--- config.mk ---
export PLATFORM = sky130hd
export DESIGN_NAME = ddr_line_cache
export DESIGN_NICKNAME = d
export VERILOG_FILES = /design/src/rtl/ddr_line_cache.sv
export SDC_FILE = /design/constraint.sdc
export NUM_CORES = 2
export LEC_CHECK = 0
export CAP_MARGIN = 20
export CORE_UTILIZATION = 55
export CTS_BUF_LIST = sky130_fd_sc_hd__clkbuf_8 sky130_fd_sc_hd__clkbuf_16
export DETAILED_ROUTE_END_ITERATION = 8
export PLACE_DENSITY = 0.81
export SYNTH_ARGS = -nofsm -noshare
export SYNTH_HDL_FRONTEND = slang
export SYNTH_SLANG_ARGS = --single-unit
--- constraint.sdc ---
create_clock -name clk -period 10.45 [get_ports clk]
set_clock_uncertainty 0.2 [all_clocks]
set_input_delay 2.6125 -clock clk [delete_from_list [all_inputs] [get_ports clk]]
set_output_delay 2.6125 -clock clk [all_outputs]
set_load 0.02 [all_outputs]
--- src/rtl/ddr_line_cache.sv ---
// Direct-mapped, write-back, write-allocate cache of 128-bit lines between a
// 32-bit CPU port and a single-outstanding DDR bridge.
module ddr_line_cache #(
    parameter int INDEX_BITS = 4
) (
    input  logic         clk,
    input  logic         rst,
    input  logic         cpu_valid,
    input  logic [24:0]  cpu_addr,
    input  logic [31:0]  cpu_wdata,
    input  logic [3:0]   cpu_wstrb,
    output logic [31:0]  cpu_rdata,
    output logic         cpu_ready,
    output logic [20:0]  mem_addr,
    output logic [127:0] mem_wdata,
    output logic         mem_wstrb,
    output logic         mem_valid,
    input  logic [127:0] mem_rdata,
    input  logic         mem_ready
);
    localparam int TAG_BITS = 21 - INDEX_BITS;
    localparam int LINES    = 1 << INDEX_BITS;

    typedef enum logic [2:0] {
        IDLE, COMPARE, WB, WB_GAP, FILL, FILL_GAP, RESP
    } state_t;

    state_t state, state_next;

    logic [TAG_BITS-1:0]   req_tag;
    logic [INDEX_BITS-1:0] req_index;
    logic [1:0]            req_word;
    logic [31:0]           req_wdata;
    logic [3:0]            req_wstrb;

    logic [LINES-1:0]    line_valid;
    logic [LINES-1:0]    line_dirty;
    logic [TAG_BITS-1:0] tag_mem  [LINES];
    logic [127:0]        data_mem [LINES];

    logic hit, accept, issue_wb, issue_fill, mem_done, fill_done, respond;

    logic [6:0]   word_lsb;
    logic [31:0]  strb_mask;
    logic [127:0] cur_line, line_mask, line_wdata, merged_line, shifted_line;

    // Byte offset bits select nothing inside a 32-bit word.
    logic unused_addr_bits;
    assign unused_addr_bits = ^cpu_addr[1:0];

    assign hit = line_valid[req_index] && (tag_mem[req_index] == req_tag);

    // Merged line serves both the write-hit update and the read word select.
    assign word_lsb     = {req_word, 5'd0};
    assign strb_mask    = {{8{req_wstrb[3]}}, {8{req_wstrb[2]}}, {8{req_wstrb[1]}}, {8{req_wstrb[0]}}};
    assign cur_line     = data_mem[req_index];
    assign line_mask    = {96'd0, strb_mask} << word_lsb;
    assign line_wdata   = {96'd0, req_wdata} << word_lsb;
    assign merged_line  = (cur_line & ~line_mask) | (line_wdata & line_mask);
    assign shifted_line = merged_line >> word_lsb;

    always_ff @(posedge clk or posedge rst) begin
        if (rst) state <= IDLE;
        else     state <= state_next;
    end

    // NOTE: every signal assigned in this block gets a default first, so no path leaves one holding its old value (no latch).
    always_comb begin
        state_next = state;
        accept     = 1'b0;
        issue_wb   = 1'b0;
        issue_fill = 1'b0;
        mem_done   = 1'b0;
        fill_done  = 1'b0;
        respond    = 1'b0;
        case (state)
            // cpu_ready high means the CPU still holds cpu_valid for the finished request.
            IDLE: if (cpu_valid && !cpu_ready) begin
                accept     = 1'b1;
                state_next = COMPARE;
            end
            COMPARE: begin
                if (hit) begin
                    state_next = RESP;
                end else if (line_dirty[req_index]) begin
                    issue_wb   = 1'b1;
                    state_next = WB;
                end else begin
                    issue_fill = 1'b1;
                    state_next = FILL;
                end
            end
            WB: if (mem_ready) begin
                mem_done   = 1'b1;
                state_next = WB_GAP;
            end
            WB_GAP: if (!mem_ready) begin
                issue_fill = 1'b1;
                state_next = FILL;
            end
            FILL: if (mem_ready) begin
                mem_done   = 1'b1;
                fill_done  = 1'b1;
                state_next = FILL_GAP;
            end
            FILL_GAP: if (!mem_ready) state_next = COMPARE;
            RESP: begin
                respond    = 1'b1;
                state_next = IDLE;
            end
            default: state_next = IDLE;
        endcase
    end

    // NOTE: sequential state uses non-blocking assignments so every register samples pre-edge values.
    always_ff @(posedge clk or posedge rst) begin
        if (rst) begin
            req_tag    <= '0;
            req_index  <= '0;
            req_word   <= '0;
            req_wdata  <= '0;
            req_wstrb  <= '0;
            line_valid <= '0;
            line_dirty <= '0;
            cpu_ready  <= 1'b0;
            cpu_rdata  <= '0;
            mem_valid  <= 1'b0;
            mem_wstrb  <= 1'b0;
            mem_addr   <= '0;
            mem_wdata  <= '0;
        end else begin
            cpu_ready <= 1'b0;
            if (accept) begin
                req_tag   <= cpu_addr[24 -: TAG_BITS];
                req_index <= cpu_addr[4 +: INDEX_BITS];
                req_word  <= cpu_addr[3:2];
                req_wdata <= cpu_wdata;
                req_wstrb <= cpu_wstrb;
            end
            if (issue_wb) begin
                mem_valid <= 1'b1;
                mem_wstrb <= 1'b1;
                mem_addr  <= {tag_mem[req_index], req_index};
                mem_wdata <= cur_line;
            end
            if (issue_fill) begin
                mem_valid <= 1'b1;
                mem_wstrb <= 1'b0;
                mem_addr  <= {req_tag, req_index};
            end
            if (mem_done) mem_valid <= 1'b0;
            if (fill_done) begin
                line_valid[req_index] <= 1'b1;
                line_dirty[req_index] <= 1'b0;
            end
            if (respond) begin
                cpu_ready <= 1'b1;
                cpu_rdata <= shifted_line[31:0];
                if (|req_wstrb) line_dirty[req_index] <= 1'b1;
            end
        end
    end

    // NOTE: tag and data arrays carry no reset; line_valid gates every use of their contents.
    always_ff @(posedge clk) begin
        if (fill_done) begin
            data_mem[req_index] <= mem_rdata;
            tag_mem[req_index]  <= req_tag;
        end else if (respond && |req_wstrb) begin
            data_mem[req_index] <= merged_line;
        end
    end
endmodule

* Word level (Yosys, flattened, before mapping)
Memory sizes are Yosys's and may differ from the RTL's.
Cells that the tools add are included.
** Storage, ports and cells
- Bits in registers :: 278
- RAM bits :: 2320
- Input bits :: 193
- Output and inout port bits :: 184
- Word-level logic and storage cells :: 96
- Memories :: 2
** Cells by class
- Magnitude comparators :: 2
- Equality and inequality tests :: 12
- Shift-type cells :: 3
- Multiplexer cells :: 43
- Bitwise logic cells :: 9
- Reductions and logical operators :: 11
** Memory list
- data_mem :: words 16, width 128, read ports 1, clocked after Yosys merged registers in 0, write ports 1, line 39 : logic [127:0] data_mem [LINES];
- tag_mem :: words 16, width 17, read ports 1, clocked after Yosys merged registers in 0, write ports 1, line 38 : logic [TAG_BITS-1:0] tag_mem [LINES];
** Operators by type and width (count)
- AND 128 bit :: 2
- left shift 32 x 7 -> 128 bit :: 2
- two-way mux 128 bit :: 1
- NOT 128 bit :: 1
- bitwise OR 128 bit :: 1
- >> shifter 128 x 7 -> 32 bit :: 1
- two-way mux 16 bit :: 3
- two-way mux 21 bit :: 2
- bitwise OR 16 bit :: 2
- two-way mux 1 bit :: 25
- two-way mux 3 bit :: 7
- one-hot mux 3 bit (6 select lines) :: 1
- == test 17 bit :: 1
- AND 16 bit :: 1
- NOT 16 bit :: 1
- inequality test 2 bit, second input constant :: 5
- == test 3 bit, second input constant :: 3
- binary-select mux 1 bit (select 4 bit) :: 2
- == test 3 x 2 -> 1 bit, second input constant :: 2
- < comparator 4 x 5 -> 1 bit, second input constant :: 1
- AND reduction 5 bit :: 1
- demux 1 bit (select 4 bit) :: 1
- >= comparator 4 x 1 -> 1 bit, second input constant :: 1
- logical AND 1 bit :: 4
- 9 further kinds :: 9

* Logic depth before layout (Yosys ltp)
- Depth after elaboration :: 10
- Depth in mapped cells :: 15
- Gate-level depth less buffers :: 9

* Worst setup path after synthesis
OpenSTA, ideal clock, no wires.
- Kind :: input-to-reg
- Start :: in mem_ready
- End :: mem data_mem[0][0], enable pin
- Arrival :: 8.367 ns
- Required time :: 9.633 ns
- Slack :: 1.267 ns
- Stages on the path :: 4
- Path buffers :: 0
- Path through :: nand3_1 nand2_1 nand2_1 nor2_1
** Between the ends
- Word-level cells in the longest chain between the ends :: 5
- Elaborated cells on any way between the ends :: 7
- Those cells by class :: mux (6); bitwise (1)
** RTL lines
- from (decl) :: line 19 : input logic mem_ready
- two-way mux 1 bit (*) :: line 101 : FILL: if (mem_ready) begin
- two-way mux 1 bit (*) :: line 76 : case (state)
- two-way mux 1 bit :: line 166 : if (fill_done) begin
- two-way mux 1 bit (on tied branches) :: line 167, 170
- bitwise OR 1 bit (no source line) (*)
- to (decl) :: line 39
Every way passes the cells marked *; elsewhere a longest branch is shown, timed or not.

* Worst setup path after layout
- Start :: reg req_index[1]
- End :: reg mem_wdata[119]
** Between the ends
- Word-level cells in the longest chain between the ends :: 5
- Elaborated cells on any way between the ends :: 11
- Those cells by class :: eq/ne (1); mux (7); reduce/logical (1); memory (2)
** RTL lines
- from (decl) :: line 31 : logic [INDEX_BITS-1:0] req_index;
- from (signal assigned) :: line 135 : req_index <= cpu_addr[4 +: INDEX_BITS];
- memory (16 x 17 bit) (tied with other cells)
- == test 17 bit (tied with other cells) :: line 51 : assign hit = line_valid[req_index] && (tag_mem[req_index] == req_tag);
- logical AND 1 bit or two-way mux 1 bit (tied branches) :: line 51, 85
- two-way mux 1 bit :: line 83 : if (hit) begin
- two-way mux 1 bit :: line 76
- to (signal assigned) :: line 144 : mem_wdata <= cur_line;
- to (decl) :: line 15 : output logic [127:0] mem_wdata,
Parallel ways exist; a longest one is shown, timed or not. The select of a mux whose other input is x is not followed.
A chain may end at the register's enable or synchronous reset.

==> impl_results.md <==
* CP max stage cell: sky130_fd_sc_hd__dfrtp_4
* Final Critical Period at 6.44 ns
* Post-detail-place hpwl at 162,000 µm
* Hold violation total from the final report at 0
* # nets final at 5,439
* Resize count post-CTS at 0
* Synth Flop Type: sky130_fd_sc_hd__edfxtp_1
* Clock network latency to the later pin of the worst-skew pair at 0.90 ns
* Die Span Y at 433 µm
* Maximum achievable frequency at 155 MHz
* Synth area leader: sky130_fd_sc_hd__edfxtp_1
* Multi-input gate area at 0.0242 mm²
* Pins over their slew limit at 0
* Peak supply drop at 0.237 mV
* Share of the clock period used by the worst path after layout at 61.6%
* End point of the worst hold path: line_valid[2]
* RSZ-0062 raised after global routing: no
* Start point of the worst min-delay path: line_valid[2]
* Tightest Hold Check Type: reg2reg
* Layout fillers at 11,200
* GRT Overall Usage at 32.6%
* Count of input and output buffers at 374
* Number of antenna violations at the first check in global routing at 22
* Most numerous cell types in the synthesized netlist: sky130_fd_sc_hd__edfxtp_1 (2,320), sky130_fd_sc_hd__mux4_2 (729), sky130_fd_sc_hd__dfrtp_1 (278), sky130_fd_sc_hd__nand2_1 (215), sky130_fd_sc_hd__mux2i_1 (187)
* Number of hold buffers added after CTS at 0
* Final-layout setup total negative slack at 0 ns
* CTS tree: yes
* Total iterations of the first detailed-routing run at 8
* Static leakage at 39.5 nW
* Fraction of post-synthesis cell area in the top cell type by area at 68.2%
* Vias in the first global route at 56,100
* Buf/Inv on CP at 4
* Gpl congestion at 0.887
* Number of nets with antenna violations after routing at 0
* Result of the run: finished, final reports clean
* Stage delay of the slowest cell on the critical path at 0.95 ns
* Syn Std Cell Area at 0.102 mm²
* Net Count, Synth at 4,884
* Count of buffers added by post-CTS timing repair for setup at 0
* Die boundary width at 433 µm
* Slew at the pin closest to its max-slew limit at 1.19 ns
* Area added between synthesis and finish at 15.6%
* R2R setup slack at 4.01 ns
* Vias after detailed routing at 54,800
* Remaining Overflow, GRT at 0
* Number of I/O pins at 377
* Kind of cell adding the most delay to the critical path: buffers and inverters
* FF+latch area at 0.0766 mm²
* Capture instance of the worst register-to-register path: mem_wdata[119]
* Number of standard-cell rows in the floorplan at 157
* Kind of start point of the critical path: flop
* Critical Path Fanout Max at 95
* Core outline area at 0.184 mm²
* Worst setup path start: req_index[1]
* Clock buffers created by TritonCTS at 237
* Main area contributors after synthesis: sky130_fd_sc_hd__edfxtp_1 (68%), sky130_fd_sc_hd__mux4_2 (16%), sky130_fd_sc_hd__dfrtp_1 (6.8%), sky130_fd_sc_hd__mux2i_1 (1.8%), sky130_fd_sc_hd__mux2_1 (1.4%)
* CTS clk-pin slew, worst paths at 0.06 ns
* Cell Area, Placed at 0.110 mm²
* Layout cell share with drive strength beyond 1 at 26.1%
* Most common cell on crit path: sky130_fd_sc_hd__buf_4
* Global-route wire length before repair at 422,000 µm
* Instance count of the mapped netlist at 4,691
* Relative slew slack at 18.4%
* Async S/R FF share, synth at 10.7%
* H-tree depth reported by CTS at 4
* CP required at 11.02 ns
* Mapped Avg Cell Area at 21.8 µm²
* Number of distinct library cell variants in the gate-level netlist after synthesis at 65
* Worst-case reg-to-reg path depth at 12
* Areal power density over the cells at 294 mW/mm²
* Critical Path Sink Type: flop
* MaxCap Viol Count at 0
* Worst Hold Path Cells at 1
* Yosys warning count at 0
* Post-route cell area at 0.118 mm²
* Beginning of the worst register-to-register path: req_index[1]
* Number of flops mapped to enable cells by yosys at 2,320
* Pin count of the biggest net entering global routing at 144
* Via density at 6.91
* Sink count of the clock tree at 2,598
* Root buffer cell: sky130_fd_sc_hd__clkbuf_16
* Proportion of synthesized chip area in sequential cells at 75.0%
* Average routed wire per standard cell at 38.3 µm
* Post-route total power at 0.0347 W
* Worst Setup Path Type: reg2reg
* Total Routed Length at 304,000 µm
* Dominant cell by count in the synthesized netlist: sky130_fd_sc_hd__edfxtp_1
* Die area at 0.187 mm²
* Setup-failing EPs final at 0
* Initial standard-cell utilization of the core at 55.6%
* Maximum root-to-sink buffer count at 3
* Residual DRC count at 0
* Number of register bits inferred by synthesis at 2,598
* WP data arrival at 7.01 ns
* First DRT Iteration DRCs at 9,359
* Ordered cell list for the critical path: buf_4 > nor2b_1 > buf_4 > a22oi_1 > and3b_1 > o32ai_1 > nand2_1 > or4_4 > o31ai_4 > buf_12 > buf_4 > mux2_1
==> power by group <==
part | switching, W | leakage [nW] | internal [W]
clock network | 0.00394 | 4.19 | 0.00513
registers | 0.00131 | 24.3 | 0.0126
logic | 0.00679 | 11.0 | 0.00489
total | 0.0120 | 39.5 | 0.0227
==> registers in the layout, summed over array words and instances, names as in the netlist, 2 cells and up <==
signal	cells
data_mem	2048
tag_mem	272
mem_wdata	128
cpu_rdata	32
req_wdata	32
mem_addr	21
req_tag	17
line_dirty	16
line_valid	16
req_index	4
req_wstrb	4
state	3
req_word	2
==> metal layers <==
layer	wire [µm]	global-route usage, %	vias up
met5	114	0	-
met4	30800	27.7	16
li1	-	-	20600
met1	94000	39.5	28200
met3	36600	7.46	1144
met2	142000	50.2	4890
==> cells by family after synthesis <==
logic type,count (synthesis),share of synthesized area [%]
buf+inv,305,1.35
compound gates,278,1.67
flops,2598,75.0
mux,1116,20.1
simple gates,377,1.65
xor+xnor,17,0.146
==> worst register-to-register path: cells and delay by family, from the launching register on <==
| kind | cells | cell delay, ns |
|---|---|---|
| DFF | 1 | 0.95 |
| muxes | 1 | 0.40 |
| and+or+nand+nor | 4 | 1.16 |
| buffers and inverters | 4 | 2.41 |
| AOI/OAI and AO/OA | 3 | 1.24 |
==> metrics by stage <==
stage	utilization (%)	hold WS, ns	std cells	setup WS [ns]
after floorplan	-	0.229	4691	1.27
after global placement	59.4	0.244	7391	3.96
after detailed placement	59.7	0.250	7466	3.88
after CTS	64.2	0.268	7917	4.10
after global routing	64.3	0.279	7923	3.95
final	64.3	0.263	7933	4.01
==> worst max-delay path by stage <==
stage | cells after the start | endpoint
floorplan | 4 | data_mem[0][0]
global placement | 6 | data_mem[12][52]
detailed placement | 6 | data_mem[12][52]
CTS | 7 | data_mem[5][68]
global route | 8 | data_mem[0][25]
finish | 12 | mem_wdata[119]
==> layout by cell type, fill, tap and decap left out, drive strengths merged, types with 6 or more instances in the layout <==
cell           synthesis  final
or2                    6      6
mux4                 729    729
nor2                  57     57
o21ai                176    176
clkinv                 0     76
a21oi                 14     14
nand2                215    215
a211oi                 6      6
bufinv                 0     30
nor2b                 17     17
and2                   6      6
inv                   33     93
a22oi                 13     13
mux2i                188    188
buf                  170    213
o22ai                 10     10
clkdlybuf4s50          0    374
edfxtp              2320   2320
dfrtp                278    278
nand3                  9      9
mux2                 199    199
a221oi                 8      8
and3                   7      7
xor2                   8      8
nor3                  11     11
diode                  0     11
nand2b                23     23
xnor2                  9      9
clkbuf               102    268
clkinvlp               0     18
a32o                  12     12
==> cell type report <==
type	count	area share (%)
Clock inverter	184	1.55
Inverter	33	0.108
Timing Repair Buffer	588	4.84
Clock buffer	267	5.41
Antenna cell	11	0.0233
Multi-Input combinational cell	1788	20.5
Sequential cell	2598	64.9
Tap cell	2464	2.61
Note: power is estimated with default switching activity, not from simulation.
